## src/rtl/shift_arbiter.sv

```systemverilog
// rtl/shift_arbiter.sv - round-robin arbiter/sequencer for a shared 8-bit shifter
// Optional macro SHIFT_ARB_BYPASS_EN: zero-amount operations complete at the grant edge.
module shift_arbiter #(
    parameter int SHIFT_LATENCY = 2
) (
    input  logic       CLK,
    input  logic       RESET,
    input  logic [1:0] REQ,
    input  logic [7:0] DATA1_0,
    input  logic [7:0] DATA1_1,
    input  logic [7:0] DATA2_0,
    input  logic [7:0] DATA2_1,
    output logic [1:0] GNT,
    output logic [1:0] DONE,
    output logic [7:0] RESULT,
    output logic       BUSY,
    output logic [7:0] SH_DATA1,
    output logic [7:0] SH_DATA2,
    input  logic [7:0] SH_RESULT
);

    typedef enum logic [1:0] {
        S_IDLE = 2'd0,
        S_WAIT = 2'd1,
        S_DONE = 2'd2
    } state_t;

    localparam logic [2:0] CNT_LOAD = 3'(SHIFT_LATENCY - 1);

    state_t     state, state_n;
    logic [2:0] cnt, cnt_n;
    logic [1:0] gnt_n, done_n;
    logic [7:0] result_n, sh_data1_n, sh_data2_n;
    logic       last, last_n;

    logic       win;
    logic [1:0] win_oh;
    logic [7:0] win_data1, win_data2;
    logic       bypass;

    // last == 1 means client 1 was served most recently, so client 0 wins a tie
    assign win       = (REQ == 2'b10) || ((REQ == 2'b11) && !last);
    assign win_oh    = win ? 2'b10 : 2'b01;
    assign win_data1 = win ? DATA1_1 : DATA1_0;
    assign win_data2 = win ? DATA2_1 : DATA2_0;

`ifdef SHIFT_ARB_BYPASS_EN
    assign bypass = (win_data2[6:0] == 7'd0);
`else
    assign bypass = 1'b0;
`endif

    assign BUSY = (state != S_IDLE);

    always_ff @(posedge CLK or negedge RESET) begin
        if (!RESET) begin
            state    <= S_IDLE;
            cnt      <= 3'd0;
            GNT      <= 2'b00;
            DONE     <= 2'b00;
            RESULT   <= 8'h00;
            SH_DATA1 <= 8'h00;
            SH_DATA2 <= 8'h00;
            last     <= 1'b1;
        end else begin
            state    <= state_n;
            cnt      <= cnt_n;
            GNT      <= gnt_n;
            DONE     <= done_n;
            RESULT   <= result_n;
            SH_DATA1 <= sh_data1_n;
            SH_DATA2 <= sh_data2_n;
            last     <= last_n;
        end
    end

    always_comb begin
        state_n    = state;
        cnt_n      = cnt;
        gnt_n      = GNT;
        done_n     = DONE;
        result_n   = RESULT;
        sh_data1_n = SH_DATA1;
        sh_data2_n = SH_DATA2;
        last_n     = last;
        case (state)
            S_IDLE: begin
                if (REQ != 2'b00) begin
                    gnt_n = win_oh;
                    if (bypass) begin
                        result_n = win_data1;
                        done_n   = win_oh;
                        last_n   = win;
                        state_n  = S_DONE;
                    end else begin
                        sh_data1_n = win_data1;
                        sh_data2_n = win_data2;
                        cnt_n      = CNT_LOAD;
                        state_n    = S_WAIT;
                    end
                end
            end
            S_WAIT: begin
                if (cnt != 3'd0) begin
                    cnt_n = cnt - 3'd1;
                end else begin
                    result_n = SH_RESULT;
                    done_n   = GNT;
                    last_n   = GNT[1];
                    state_n  = S_DONE;
                end
            end
            S_DONE: begin
                gnt_n   = 2'b00;
                done_n  = 2'b00;
                state_n = S_IDLE;
            end
            default: state_n = S_IDLE;
        endcase
    end

endmodule
```

## config.mk

```make
export PLATFORM = sky130hd
export DESIGN_NAME = shift_arbiter
export DESIGN_NICKNAME = d
export VERILOG_FILES = /design/src/rtl/shift_arbiter.sv
export SDC_FILE = /design/constraint.sdc
export NUM_CORES = 1
export LEC_CHECK = 0
export ABC_AREA = 1
export CORE_MARGIN = 1.5
export CORE_UTILIZATION = 30
export CTS_BUF_LIST = sky130_fd_sc_hd__clkbuf_8
export DETAILED_ROUTE_END_ITERATION = 10
export GPL_TIMING_DRIVEN = 1
export PLACE_DENSITY = 0.62
export SYNTH_ARGS = -nofsm -noshare
export SYNTH_HDL_FRONTEND = slang
export SYNTH_SLANG_ARGS = --single-unit
```

## constraint.sdc

```tcl
create_clock -name CLK -period 1.2 [get_ports CLK]
set_input_delay 0.12 -clock CLK [delete_from_list [all_inputs] [get_ports CLK]]
set_output_delay 0.12 -clock CLK [all_outputs]
set_load 0.05 [all_outputs]
```

==> flow_metrics.env, run 1 <==
export IMPL_critPathSlowestCell="dfrtp_1"
export IMPL_cap_viol_max_count=0
export IMPL_ys_ff_latch=34
export IMPL_cp_start_kind="flop"
export IMPL_fin_cells=403
export IMPL_fp_dieH_um=80.47
export IMPL_power_density_mw_per_mm2=2999
export IMPL_die_area_mm2=0.006475
export IMPL_worstPathCellList="inv_2, ha_4, inv_2, nor2_4, nand2_4, inv_2, buf_4, nand2_2, nand2_2"
export IMPL_io_buffer_count=72
export IMPL_rows=28
export IMPL_synth_adder_area_share=0.01390
export IMPL_max_stage_delay_ns=0.39
export IMPL_slew_headroom=0.7771
export IMPL_clock_latency_ns=0.29
export IMPL_synth_cell_type_count=19
export IMPL_p_leak_nw=1.670
export IMPL_grt_pass1_wl_mm=7.479
export IMPL_yosys_most_used_dff="dfrtp_1"
export IMPL_yosysSeqAreaShare=0.4732
export IMPL_dp_cells=391
export IMPL_syn_inst=235
export IMPL_grt_max_degree=19
export IMPL_cts_buffers=5
export IMPL_ys_top_cells_by_count="nand2_1 (94), inv_1 (42), nand3_1 (40)"
export IMPL_cts_buffer_depth=2
export IMPL_ant_nets=0
export IMPL_vias_per_cell=4.278
export IMPL_tightestPinTransition_ns=0.3344
export IMPL_overflow=0
export IMPL_htree_num_levels=2
export IMPL_drt_iter0_drc=59
export IMPL_drive_above_1_share=0.2713
export IMPL_run_status="finished, final reports clean"
export IMPL_cp_max_fo=3
export IMPL_crit_path_end_kind="flop"
export IMPL_vdd_drop_max_v=0.001796
export IMPL_path_clk_slew_ns=0.08
export IMPL_pin_count=73
export IMPL_synth_async_sr_flop_share=1.000
export IMPL_hold_viol_final=0
export IMPL_clock_fmax_ghz=0.8451
export IMPL_cts_tree="done"
export IMPL_track_usage=0.1518
export IMPL_synth_warnings=0
export IMPL_synth_area_leaders="dfrtp_1 (46%), nand2_1 (20%), nand3_1 (11%), inv_1 (8.8%), buf_6 (3.1%)"
export IMPL_cts_root_buf="clkbuf_8"
export IMPL_hpwl_mm=3.306
export IMPL_yosysTopAreaCell="dfrtp_1"
export IMPL_finalClockSkew_ns=0.008757
export IMPL_coreArea_mm2=0.005851
export IMPL_synth_most_common_cell="nand2_1"
export IMPL_fill_cells=531
export IMPL_timing_final_crit_share=0.9861
export IMPL_avgSynthCellArea_um2=7.662
export IMPL_worstPathArrival_ns=1.41
export IMPL_final_nets=373
export IMPL_wl_mm=4.456
export IMPL_cts_sinks=34
export IMPL_first_pass_iters=5
export IMPL_crit_top_cell="inv_2"
export IMPL_place_gp_congestion=0.7278
export IMPL_maxSlewViolCount=0
export IMPL_grt_pass1_vias=1623
export IMPL_cp_data_required_time_ns=1.42
export IMPL_hp_class="in -> async"
export IMPL_yosys_area_share_simple=0.3641
export IMPL_synth_top_family_by_area="simple AND/OR/NAND/NOR gates"
export IMPL_wl_per_cell_um=11.06
export IMPL_antenna_found_initial=0
export IMPL_diodes=0
export IMPL_worstReg2RegStart="cnt[1]$_DFFE_PN0P_"
export IMPL_die_w_um=80.47
export IMPL_synth_nets=281
export IMPL_synth_compound_area_frac=0.002780
export IMPL_synthMuxAreaShare=0
export IMPL_cp_startpoint="cnt[1]$_DFFE_PN0P_"
export IMPL_netlist_area_mm2=0.001800
export IMPL_setup_viol=0
export IMPL_initial_core_util=0.3077
export IMPL_syn2layout_area_growth_pct=77.21
export IMPL_synth_top_area_share=0.4587
export IMPL_criticalPathCategory="reg -> reg"
export IMPL_timing_hold_ws_ns=0.2628
export IMPL_synth_xor_area_share=0
export IMPL_synth_edf_count=0
export IMPL_min_period_ns=1.183
export IMPL_vias=1724
export IMPL_drcViolationCount=0
export IMPL_rsz0062_at_grt="true"
export IMPL_reg2regPathDepth=9
## through the flow
step                      setup slack [ns]    util  instance area (um^2)  power, mW  setup TNS [ns]
final                              0.01666  0.5453                  3191      9.568               0
after global routing              -0.05426  0.5453                  3191      10.13         -0.4941
after CTS                         -0.01387  0.5374                  3144      9.504        -0.06392
after detailed placement           -0.1689  0.5036                  2947      8.155          -3.324
after global placement             -0.1707  0.5036                  2947      8.096          -3.007
after floorplan                    0.01614       -                  1800      5.262               0
## layout make-up
type | count | area, um^2 | area share
Timing Repair Buffer | 94 | 1197 | 0.3753
Clock buffer | 6 | 82.58 | 0.02588
Multi-Input combinational cell | 149 | 768.2 | 0.2408
Clock inverter | 2 | 33.78 | 0.01059
Sequential cell | 34 | 853.3 | 0.2675
Tap cell | 75 | 93.84 | 0.02941
Inverter | 43 | 161.4 | 0.05059
## cells by family (layout without fill, tap and decap cells)
logic type	after synthesis	count (layout)
and+or+nand+nor	146	146
DFF	34	34
AOI/OAI and AO/OA	1	1
adders and majority gates	2	2
buffers and inverters	52	145
## power breakdown
group          internal [mW]  leakage, nW  switching, mW
combinational           2.88         1.19           3.25
sequential              1.73        0.415          0.630
clock                  0.669       0.0626          0.413
## registers in the layout, summed over array words and instances, names as in the netlist
name	cells
RESULT	8
SH_DATA1	8
SH_DATA2	8
cnt	3
DONE	2
GNT	2
state	2
last	1
## cells in the final DEF, fill, tap and decap left out, drive strengths merged
master / instances
ha: 2
buf: 51
clkbuf: 6
nand3: 40
dlygate4sd3: 1
bufinv: 1
clkdlybuf4s50: 42
nor2: 7
nand2: 99
dfstp: 1
o21ai: 1
dfrtp: 33
inv: 44
## final timing paths
check / end / slack (ns)
min reg2reg: last$_DFFE_PN1P_ / 0.51
min in group CLK: RESULT[4]$_DFFE_PN0P_ / 0.37
min: GNT[1]$_DFFE_PN0P_ / 0.26
max: DONE[1]$_DFFE_PN0P_ / 0.02
max reg2reg: DONE[1]$_DFFE_PN0P_ / 0.02
max in group asynchronous: SH_DATA1[1]$_DFFE_PN0P_ / 0.42
## critical path: cells and delay by family, from the launching register on
kind / cells / cell delay (ns)
buffers and inverters: 4 / 0.31
adder cells (fa/ha/maj): 1 / 0.13
flip-flops: 1 / 0.39
AND/OR/NAND/NOR: 4 / 0.30
## routing by layer
| layer | vias up | wire, um | track usage |
|---|---|---|---|
| li1 | 887 | - | - |
| met1 | 780 | 1923 | 0.1834 |
| met2 | 55 | 2220 | 0.2605 |
| met3 | 2 | 299 | 0.04886 |
| met4 | 0 | 13 | 0.03621 |
| met5 | - | 0 | 0 |
## repair_timing
action,in CTS,in global routing
endpoints found under the hold margin,11,0
endpoints found under the setup margin,12,22
gates resized for setup,16,14
pin swaps,4,6
setup buffers,3,0
hold buffers,1,0
Power figures use the tool's default switching activity.
==> run 2: changes to the inputs <==
--- a/config.mk
+++ b/config.mk
@@ -9,6 +9,7 @@
 export CORE_MARGIN = 1.5
 export CORE_UTILIZATION = 30
 export CTS_BUF_LIST = sky130_fd_sc_hd__clkbuf_8
+export CTS_CLUSTER_DIAMETER = 120
 export DETAILED_ROUTE_END_ITERATION = 10
 export GPL_TIMING_DRIVEN = 1
 export PLACE_DENSITY = 0.62
==> results of run 2 <==
No change in the layout: final DEF, timing and power equal those of run 1.
==> edit, RTL diff (config.mk and constraints of run 2) <==
Encoding of `state_t`: now one-hot (3 bits for 3 states).
--- a/src/rtl/shift_arbiter.sv
+++ b/src/rtl/shift_arbiter.sv
@@ -21,6 +21,6 @@
 
-    typedef enum logic [1:0] {
-        S_IDLE = 2'd0,
-        S_WAIT = 2'd1,
-        S_DONE = 2'd2
+    typedef enum logic [2:0] {
+        S_IDLE = 3'b001,
+        S_WAIT = 3'b010,
+        S_DONE = 3'b100
     } state_t;
Function: no difference found for any inputs over 10 cycles, from zero or initial values and one cycle with RESET low; not proved beyond that.
==> edit against run 2 <==
  * Cell area is 0.43% higher
  * The flow now finishes with violations (negative setup slack)
  * Maximum frequency is 7.6% lower
  * Wire length is 1.8% higher
  * Power is 1.0% lower
  * Worst setup slack worse by 97 ps
  * Sequential cell count is 1 higher
  * Area after synthesis is 4.4% lower
  * Clock power is 16% lower
  * Sequential power is 2% higher
==> edit: results (changes against run 2) <==
qor: outcome.run_status finished with violations
qor: outcome.violations negative setup slack
qor: logic_synthesis.xor_and_xnor_fraction_of_the_mapped_netlist_area 0.5087% [+0.51 points]
qor: final_layout.nMultiInputCombCells 164 [+10%]
qor: sta.hold_ws 158.4 ps [-104.4 ps]
qor: sta.final.setup_skew 1.992 ps [-6.765 ps]
qor: global_routing.number_of_global_route_vias_before_repair 1715 [+5.7%]
qor: sta.postLayoutSetupSlackWorst -80.03 ps [-96.69 ps]
qor: final_layout.buffers 96 [+2.1%]
qor: die.placement_rows 27 [-3.6%]
qor: placement.detailed_place.area 2912 µm² [-1.2%]
qor: cts.cts_resized 36 [+20]
qor: logic_synthesis.post_synth_most_frequent_cells nand2_1 (121), dfrtp_1 (33), nand3_1 (29), inv_1 (7)
qor: global_routing.grtUsageMet2 29.40% [+3.3 points]
qor: route.avgRoutedWirePerCell 11.72 µm [+6.0%]
qor: logic_synthesis.ys_seq_area_share 51.02% [+3.7 points]
qor: placement.place_congestion 0.7365 [+1.2%]
qor: global_routing.grtUsageMet3 5.747% [+0.86 points]
qor: route.drtPass1Iterations 4 [-1]
qor: critical_path.reg2reg_from state[0]
qor: route.met3WireLength 316 µm [+5.7%]
qor: critical_path.crit_path_max_delay_cell_type dfstp_2
qor: critical_path.timing.critical_path.fanout_max 5 [+2]
qor: sta.timing.final.setup_violations 32 [+32]
qor: final_layout.multi_input_area_share 26.24% [+2.2 points]
qor: final_layout.final-nonclk-buf-share 38.66% [+1.1 points]
qor: route.first_iteration_detailed_routing_drc_count 52 [-12%]
qor: final_layout.clockBufferCount 7 [+1]
qor: critical_path.critPathArrivalTime 1460 ps [+50 ps]
qor: final_layout.num-nonclk-inverters 12 [-72%]
qor: final_layout.fin_nets 360 [-3.5%]
qor: route.route.detailed.vias_per_inst 4.377 [+2.3%]
qor: critical_path.capture_point_of_the_critical_path state[2]
qor: critical_path.r2r_cells 5 [-4]
==> edit: cell count changes in the layout (fill, tap and decap cells not counted), moves of 3 or more <==
cell     before  now
inv_1        38    4
nand2_1      84  103
nand3_1      38   24
nand2_2      11   19
buf_6         3   10
buf_4        17   12
inv_4         0    3
==> edit: stage by stage <==
step           setup slack [ps]  std cells  TNS [ps]
4_1_cts                  -114.3        387     -2212
3_3_place_gp             -177.3        374     -4319
3_5_place_dp             -211.4        374     -5166
5_1_grt                  -140.7        387     -3021
6_report                 -80.03        387     -1064
2_1_floorplan            -41.45        219    -490.8
==> edit: critical path: cells and delay by family (launching register included) <==
family                 cells  cell delay, ps
flip-flops                 1             560
AND/OR/NAND/NOR            1             130
buffers and inverters      4             490
==> edit: where the power goes <==
group	switching [W]	internal (W)
combinational	0.00320	0.00295
clock	0.000397	0.000515
sequential	0.000635	0.00177
total	0.00423	0.00524
